===== src/rtl/fetch_unit_pkg.sv =====
// Shared types and default parameters for the instruction fetch unit.
package fetch_unit_pkg;

  localparam int XLEN_DEFAULT  = 32;
  localparam int ILEN_DEFAULT  = 32;
  localparam int DEPTH_DEFAULT = 4;

  // Canonical NOP encoding (addi x0, x0, 0), for use as a pipeline bubble.
  localparam logic [31:0] NOP_INST = 32'h0000_0013;

  typedef enum logic {
    IDLE = 1'b0,
    RUN  = 1'b1
  } fetch_state_e;

endpackage


===== src/rtl/fetch_unit_buf.sv =====
// Instruction buffer: a small circular FIFO with flush, holding {inst, pc}.
// The head is read straight out of the storage array, so a pushed entry
// is visible at the output one cycle after the push.
module fetch_buf
  import fetch_unit_pkg::*;
#(
  parameter  int W     = 64,
  parameter  int DEPTH = DEPTH_DEFAULT,
  localparam int AW    = $clog2(DEPTH),
  localparam int CW    = AW + 1
) (
  input  logic          clk,
  input  logic          rst,
  input  logic          flush,
  input  logic          push,
  input  logic [W-1:0]  push_data,
  input  logic          pop,
  output logic          head_valid,
  output logic [W-1:0]  head_data,
  output logic [CW-1:0] count
);

  logic [W-1:0]  mem [DEPTH];
  logic [AW-1:0] wr_ptr;
  logic [AW-1:0] rd_ptr;
  logic [CW-1:0] cnt;
  logic          full;
  logic          do_push;
  logic          do_pop;

  assign full       = (cnt == CW'(DEPTH));
  assign head_valid = (cnt != '0);
  assign do_pop     = pop && head_valid && !flush;
  // A push into a full buffer is only legal when the head leaves this cycle.
  assign do_push    = push && (!full || do_pop) && !flush;

  // Storage write port.
  // NOTE: the storage array has no reset; its contents are only observed
  // through head_data, which is forced to zero while the buffer is empty.
  always_ff @(posedge clk) begin
    if (do_push) mem[wr_ptr] <= push_data;
  end

  // Pointer and occupancy bookkeeping; flush empties the buffer in one cycle.
  // NOTE: sequential state uses non-blocking assignments so every register
  // samples pre-edge values regardless of statement order.
  always_ff @(posedge clk or negedge rst) begin
    if (!rst) begin
      wr_ptr <= '0;
      rd_ptr <= '0;
      cnt    <= '0;
    end else if (flush) begin
      wr_ptr <= '0;
      rd_ptr <= '0;
      cnt    <= '0;
    end else begin
      if (do_push) wr_ptr <= wr_ptr + AW'(1);
      if (do_pop)  rd_ptr <= rd_ptr + AW'(1);
      cnt <= cnt + CW'(do_push) - CW'(do_pop);
    end
  end

  assign head_data = head_valid ? mem[rd_ptr] : '0;
  assign count     = cnt;

endmodule


===== src/rtl/fetch_unit.sv =====
// Instruction fetch unit: issues word-aligned fetches under a credit rule
// (outstanding requests + buffered instructions never exceed DEPTH), buffers
// in-order responses with their PCs, and discards responses made stale by a
// redirect.
module fetch_unit
  import fetch_unit_pkg::*;
#(
  parameter int              XLEN     = XLEN_DEFAULT,
  parameter int              ILEN     = ILEN_DEFAULT,
  parameter int              DEPTH    = DEPTH_DEFAULT,
  parameter logic [XLEN-1:0] RESET_PC = '0
) (
  input  logic            clk,
  input  logic            rst,
  input  logic            redirect,
  input  logic [XLEN-1:0] redirect_pc,
  output logic            imem_req_valid,
  input  logic            imem_req_ready,
  output logic [XLEN-1:0] imem_req_addr,
  input  logic            imem_rsp_valid,
  input  logic [ILEN-1:0] imem_rsp_data,
  output logic            out_valid,
  input  logic            out_ready,
  output logic [ILEN-1:0] out_inst,
  output logic [XLEN-1:0] out_pc
);

  localparam int CW = $clog2(DEPTH) + 1;
  localparam int BW = ILEN + XLEN;

  fetch_state_e    state_q;
  fetch_state_e    state_d;
  logic [XLEN-1:0] req_pc_q;
  logic [XLEN-1:0] rsp_pc_q;
  logic [CW-1:0]   inflight_q;
  logic [CW-1:0]   drop_cnt_q;
  logic [CW-1:0]   inflight_next;
  logic [CW-1:0]   buf_count;
  logic [CW:0]     credit_used;
  logic            credit_ok;
  logic            issue;
  logic            accept_rsp;
  logic            pop;
  logic [XLEN-1:0] aligned_pc;
  logic [BW-1:0]   head_data;

  assign aligned_pc    = redirect_pc & ~XLEN'(3);
  assign credit_used   = {1'b0, inflight_q} + {1'b0, buf_count};
  assign credit_ok     = (credit_used < (CW+1)'(DEPTH));
  assign issue         = imem_req_valid && imem_req_ready;
  assign accept_rsp    = imem_rsp_valid && (drop_cnt_q == '0);
  assign pop           = out_valid && out_ready;
  assign inflight_next = inflight_q + CW'(issue) - CW'(imem_rsp_valid);
  assign imem_req_addr = req_pc_q;

  // FSM state register.
  always_ff @(posedge clk or negedge rst) begin
    if (!rst) state_q <= IDLE;
    else      state_q <= state_d;
  end

  // Next state and request-valid: one idle cycle after reset, then run.
  // NOTE: every output of this block gets a default first, so no path
  // leaves a signal unassigned and no latch is inferred.
  always_comb begin
    state_d        = state_q;
    imem_req_valid = 1'b0;
    case (state_q)
      IDLE:    state_d = RUN;
      RUN:     imem_req_valid = credit_ok;
      default: state_d = IDLE;
    endcase
  end

  // PC tracking, outstanding-request count and stale-response drop count.
  // A redirect counts everything still in flight after this cycle,
  // including a request issued in the redirect cycle itself, as stale.
  always_ff @(posedge clk or negedge rst) begin
    if (!rst) begin
      req_pc_q   <= RESET_PC;
      rsp_pc_q   <= RESET_PC;
      inflight_q <= '0;
      drop_cnt_q <= '0;
    end else begin
      inflight_q <= inflight_next;
      if (redirect) begin
        req_pc_q   <= aligned_pc;
        rsp_pc_q   <= aligned_pc;
        drop_cnt_q <= inflight_next;
      end else begin
        if (issue) req_pc_q <= req_pc_q + XLEN'(4);
        if (accept_rsp)          rsp_pc_q   <= rsp_pc_q + XLEN'(4);
        else if (imem_rsp_valid) drop_cnt_q <= drop_cnt_q - CW'(1);
      end
    end
  end

  fetch_buf #(
    .W     (BW),
    .DEPTH (DEPTH)
  ) u_buf (
    .clk        (clk),
    .rst        (rst),
    .flush      (redirect),
    .push       (accept_rsp),
    .push_data  ({imem_rsp_data, rsp_pc_q}),
    .pop        (pop),
    .head_valid (out_valid),
    .head_data  (head_data),
    .count      (buf_count)
  );

  assign out_inst = head_data[BW-1:XLEN];
  assign out_pc   = head_data[XLEN-1:0];

endmodule


===== config.mk =====
export PLATFORM = sky130hd
export DESIGN_NAME = fetch_unit
export DESIGN_NICKNAME = d
export VERILOG_FILES = /design/src/rtl/fetch_unit_pkg.sv /design/src/rtl/fetch_unit_buf.sv /design/src/rtl/fetch_unit.sv
export SDC_FILE = /design/constraint.sdc
export NUM_CORES = 1
export LEC_CHECK = 0
export BUFFER_PORTS_ARGS = -buffer_cell sky130_fd_sc_hd__buf_2
export CAP_MARGIN = 15
export CORE_MARGIN = 3
export CORE_UTILIZATION = 30
export DETAILED_ROUTE_END_ITERATION = 10
export SLEW_MARGIN = 40
export SYNTH_ARGS = -nofsm -noshare
export SYNTH_HDL_FRONTEND = slang
export SYNTH_SLANG_ARGS = --single-unit

===== constraint.sdc =====
create_clock -name clk -period 7.85 [get_ports clk]
set_clock_uncertainty 0.1 [all_clocks]
set_input_delay 0.3925 -clock clk [delete_from_list [all_inputs] [get_ports clk]]
set_output_delay 0.3925 -clock clk [all_outputs]
set_load 0.01 [all_outputs]

==> out/qor.txt <==
Status -> complete, no violations
Crit path to -> out_pc[9]
Area growth, synth to finish -> 24.76%
Crit Reg-Reg Endpoint -> drop_cnt_q[2]$_DFFE_PN0P_
Crit path DAT -> 2.80 ns
Hold path depth -> 2
Crit-path max FO -> 43
First DRT Iteration DRCs -> 436
Critical R2R Launch -> u_buf.count[2]$_DFF_PN0_
Vias in the first global route -> 8258
Static Leak -> 0.006181 µW
Maximum VDD drop -> 0.1341 mV
HP Class -> input port to flop
Reg clk slew, reported paths -> 0.06 ns
Routed len/inst -> 18.86 µm
Synth Instances -> 818
Post-Layout Inst Area -> 17120 µm²
Fin cells -> 1671
Post-DP HPWL -> 20.48 mm
Remaining Overflow, GRT -> 0
Worst Hold Margin -> 0.04486 ns
Cell row count -> 77
Fmax -> 303.3 MHz
Setup violators final -> 0
Port Buffers -> 161
Clock Latency Late Sink -> 0.56 ns
Die X -> 219.9 µm
Fin crit share -> 42.00%
Asr flop ratio synth -> 22.98%
Pwr dens -> 286.1 nW/µm²
Sequential-to-total area share from yosys stat -> 67.75%
Mean area per synthesized cell -> 16.78 µm²
Largest net degree at the start of global routing -> 66
Share of cells above drive strength 1 -> 32.72%
Post-synth EDFFs -> 248
Initial antenna violation count -> 0
CP startpoint -> u_buf.rd_ptr[0]$_DFFE_PN0P_
Critical Path RT -> 7.36 ns
Setup CP Type -> flop to output pin
Placed cells -> 1547
Starting density of the core -> 30.70%
Yosys warns -> 0
# H-tree levels -> 2
Hold_sp -> redirect_pc[31]
Post-CTS Setup Inserts -> 0
CTS tree -> done
Max-slew violations -> 0
FF-to-FF setup slack -> 4.57 ns
RSZ-0062 raised after global routing -> false
Distinct cells, synth -> 53
Worst setup EP type -> output pin
Post-route DRC -> 0
Top FF cell, synth -> edfxtp_1
Area of the core -> 44700 µm²
Slew @ Worst Pin -> 0.6947 ns
DR vias/cell -> 4.686
Clk sinks -> 322
IO Pins -> 168
N_diodes -> 0
Setup ws final -> 4.553 ns
Tot GR Track Use -> 13.20%
DR vias -> 7830
#FFs+latches synth -> 322
Crit path time final -> 3.297 ns
Cell Area, Synth -> 13720 µm²
Antenna-violating nets left -> 0
Die area -> 48350 µm²
Num CTS Buffers -> 38
Die Ht -> 219.9 µm
Drt pass-1 iters -> 6
Placed cell area -> 15370 µm²
# Max-Cap Violations -> 0
Worst R2R Path Depth -> 13
Bufs on Longest Clock Path -> 3
Final hold vios -> 0
CTS root buf -> clkbuf_16
Gpl congestion -> 0.7653
Total Nets Final -> 1135
Worst Setup Start Kind -> flop
Post-place setup slack -> 4.601 ns
Routed WL -> 31.51 mm
First-pass GRT wire length -> 48.73 mm
Final setup TNS -> 0 ns
Max_slew headroom -> 53.69%
stage by stage:
| stage | util [%] | total power [µW] |
|---|---|---|
| global route | 38.30 | 5182 |
| detailed placement | 34.38 | 3250 |
| global placement | 33.88 | 3225 |
| finish | 38.30 | 4900 |
| floorplan | - | 2814 |
| CTS | 38.30 | 5003 |
sequential cells by signal, indices dropped and copies added, names as in the netlist:
signal	flops
inflight_q	3
u_buf.count	3
imem_req_addr	30
rsp_pc_q	30
u_buf.rd_ptr	2
state_q	1
u_buf.mem	248
u_buf.wr_ptr	2
drop_cnt_q	3
report_power, final:
part | total, µW | internal, µW | switching (µW)
logic | 1110 | 544 | 568
registers | 2090 | 1960 | 133
clock network | 1700 | 994 | 704
area by class of cell:
class | instances | area (µm²)
Multi-Input combinational cell | 441 | 4202
Clock buffer | 48 | 1020
Clock inverter | 22 | 192.7
Timing Repair Buffer | 229 | 1598
Sequential cell | 322 | 9306
Fill cell | 4221 | 27580
Tap cell | 592 | 740.7
Inverter | 17 | 63.81
how the worst min path moves through the flow:
stage | end
after floorplan | drop_cnt_q[0]$_DFFE_PN0P_
after global placement | imem_req_addr[24]$_DFFE_PN0N_
after detailed placement | imem_req_addr[24]$_DFFE_PN0N_
after CTS | rsp_pc_q[7]$_DFFE_PN0N_
after global routing | imem_req_addr[31]$_DFFE_PN0N_
final | imem_req_addr[31]$_DFFE_PN0N_
worst max-delay path, stage by stage, from the launching register on:
cell and delay, ns:
dfrtp_4 0.71, buf_6 0.59, mux4_2 0.63, and2_1 0.17, buf_2 0.13
routing by layer:
layer | global-route usage [%] | up-vias | share of wire [%] | routed length (µm)
met5 | 0 | - | 0 | 0
met4 | 3.370 | 0 | 2.1 | 651
met3 | 3.337 | 50 | 5.6 | 1749
met2 | 20.64 | 183 | 45 | 14300
met1 | 18.44 | 4017 | 47 | 14820
li1 | - | 3580 | - | -
synth_stat cells (2+ instances only):
library cell	instances	share of area, %
a21boi_0	3	0.16
a21boi_1	3	0.16
a21oi_1	7	0.26
a31oi_1	6	0.27
and2_1	70	3.2
and3_1	10	0.46
and4_1	7	0.45
buf_1	6	0.16
buf_2	7	0.26
buf_4	4	0.22
clkbuf_1	23	0.63
conb_1	2	0.055
dfrtp_1	74	13
edfxtp_1	248	54
fa_1	2	0.29
ha_1	14	1.3
inv_1	16	0.44
mux2_2	39	3.2
mux2i_1	4	0.29
mux4_2	62	10
nand2_1	25	0.68
nand2b_1	6	0.27
nand3_1	24	0.88
nand4_1	22	1.0
nor2_1	25	0.68
nor3_1	8	0.29
nor4_1	6	0.27
nor4_4	3	0.46
o21ai_0	6	0.22
or3_1	5	0.23
xnor2_1	38	2.4
xor2_1	22	1.4
cells in the final DEF, fill, tap and decap left out, types with 5 or more instances in the layout:
| cell type | count |
|---|---|
| edfxtp_1 | 248 |
| buf_2 | 160 |
| dfrtp_1 | 72 |
| and2_1 | 66 |
| mux4_2 | 62 |
| dlygate4sd3_1 | 54 |
| mux2_2 | 39 |
| clkbuf_16 | 39 |
| xnor2_1 | 38 |
| nand2_1 | 25 |
| nand3_1 | 24 |
| nor2_1 | 24 |
| xor2_1 | 22 |
| nand4_1 | 22 |
| inv_1 | 16 |
| ha_1 | 14 |
| and3_1 | 10 |
| clkinv_2 | 9 |
| nor3_1 | 8 |
| clkbuf_1 | 8 |
| buf_12 | 8 |
| and4_1 | 7 |
| a21oi_1 | 7 |
| nor4_1 | 6 |
| a31oi_1 | 6 |
| nand2b_1 | 6 |
| o21ai_0 | 6 |
| conb_1 | 5 |
timing repair:
item | in CTS | in global routing
resized for setup | 0 | 0
hold buffers | 54 | 0
hold endpoints to repair | 197 | 0
kinds of logic after synthesis:
logic type	after synthesis	synth area share (%)
compound gates	29	1.331
xor+xnor	60	3.829
fa+ha+maj	16	1.568
buf+inv	58	1.814
flops	322	67.75
mux	105	13.67
other cells	2	0.05472
simple gates	226	9.983
Note: power is estimated with default switching activity, not from simulation.
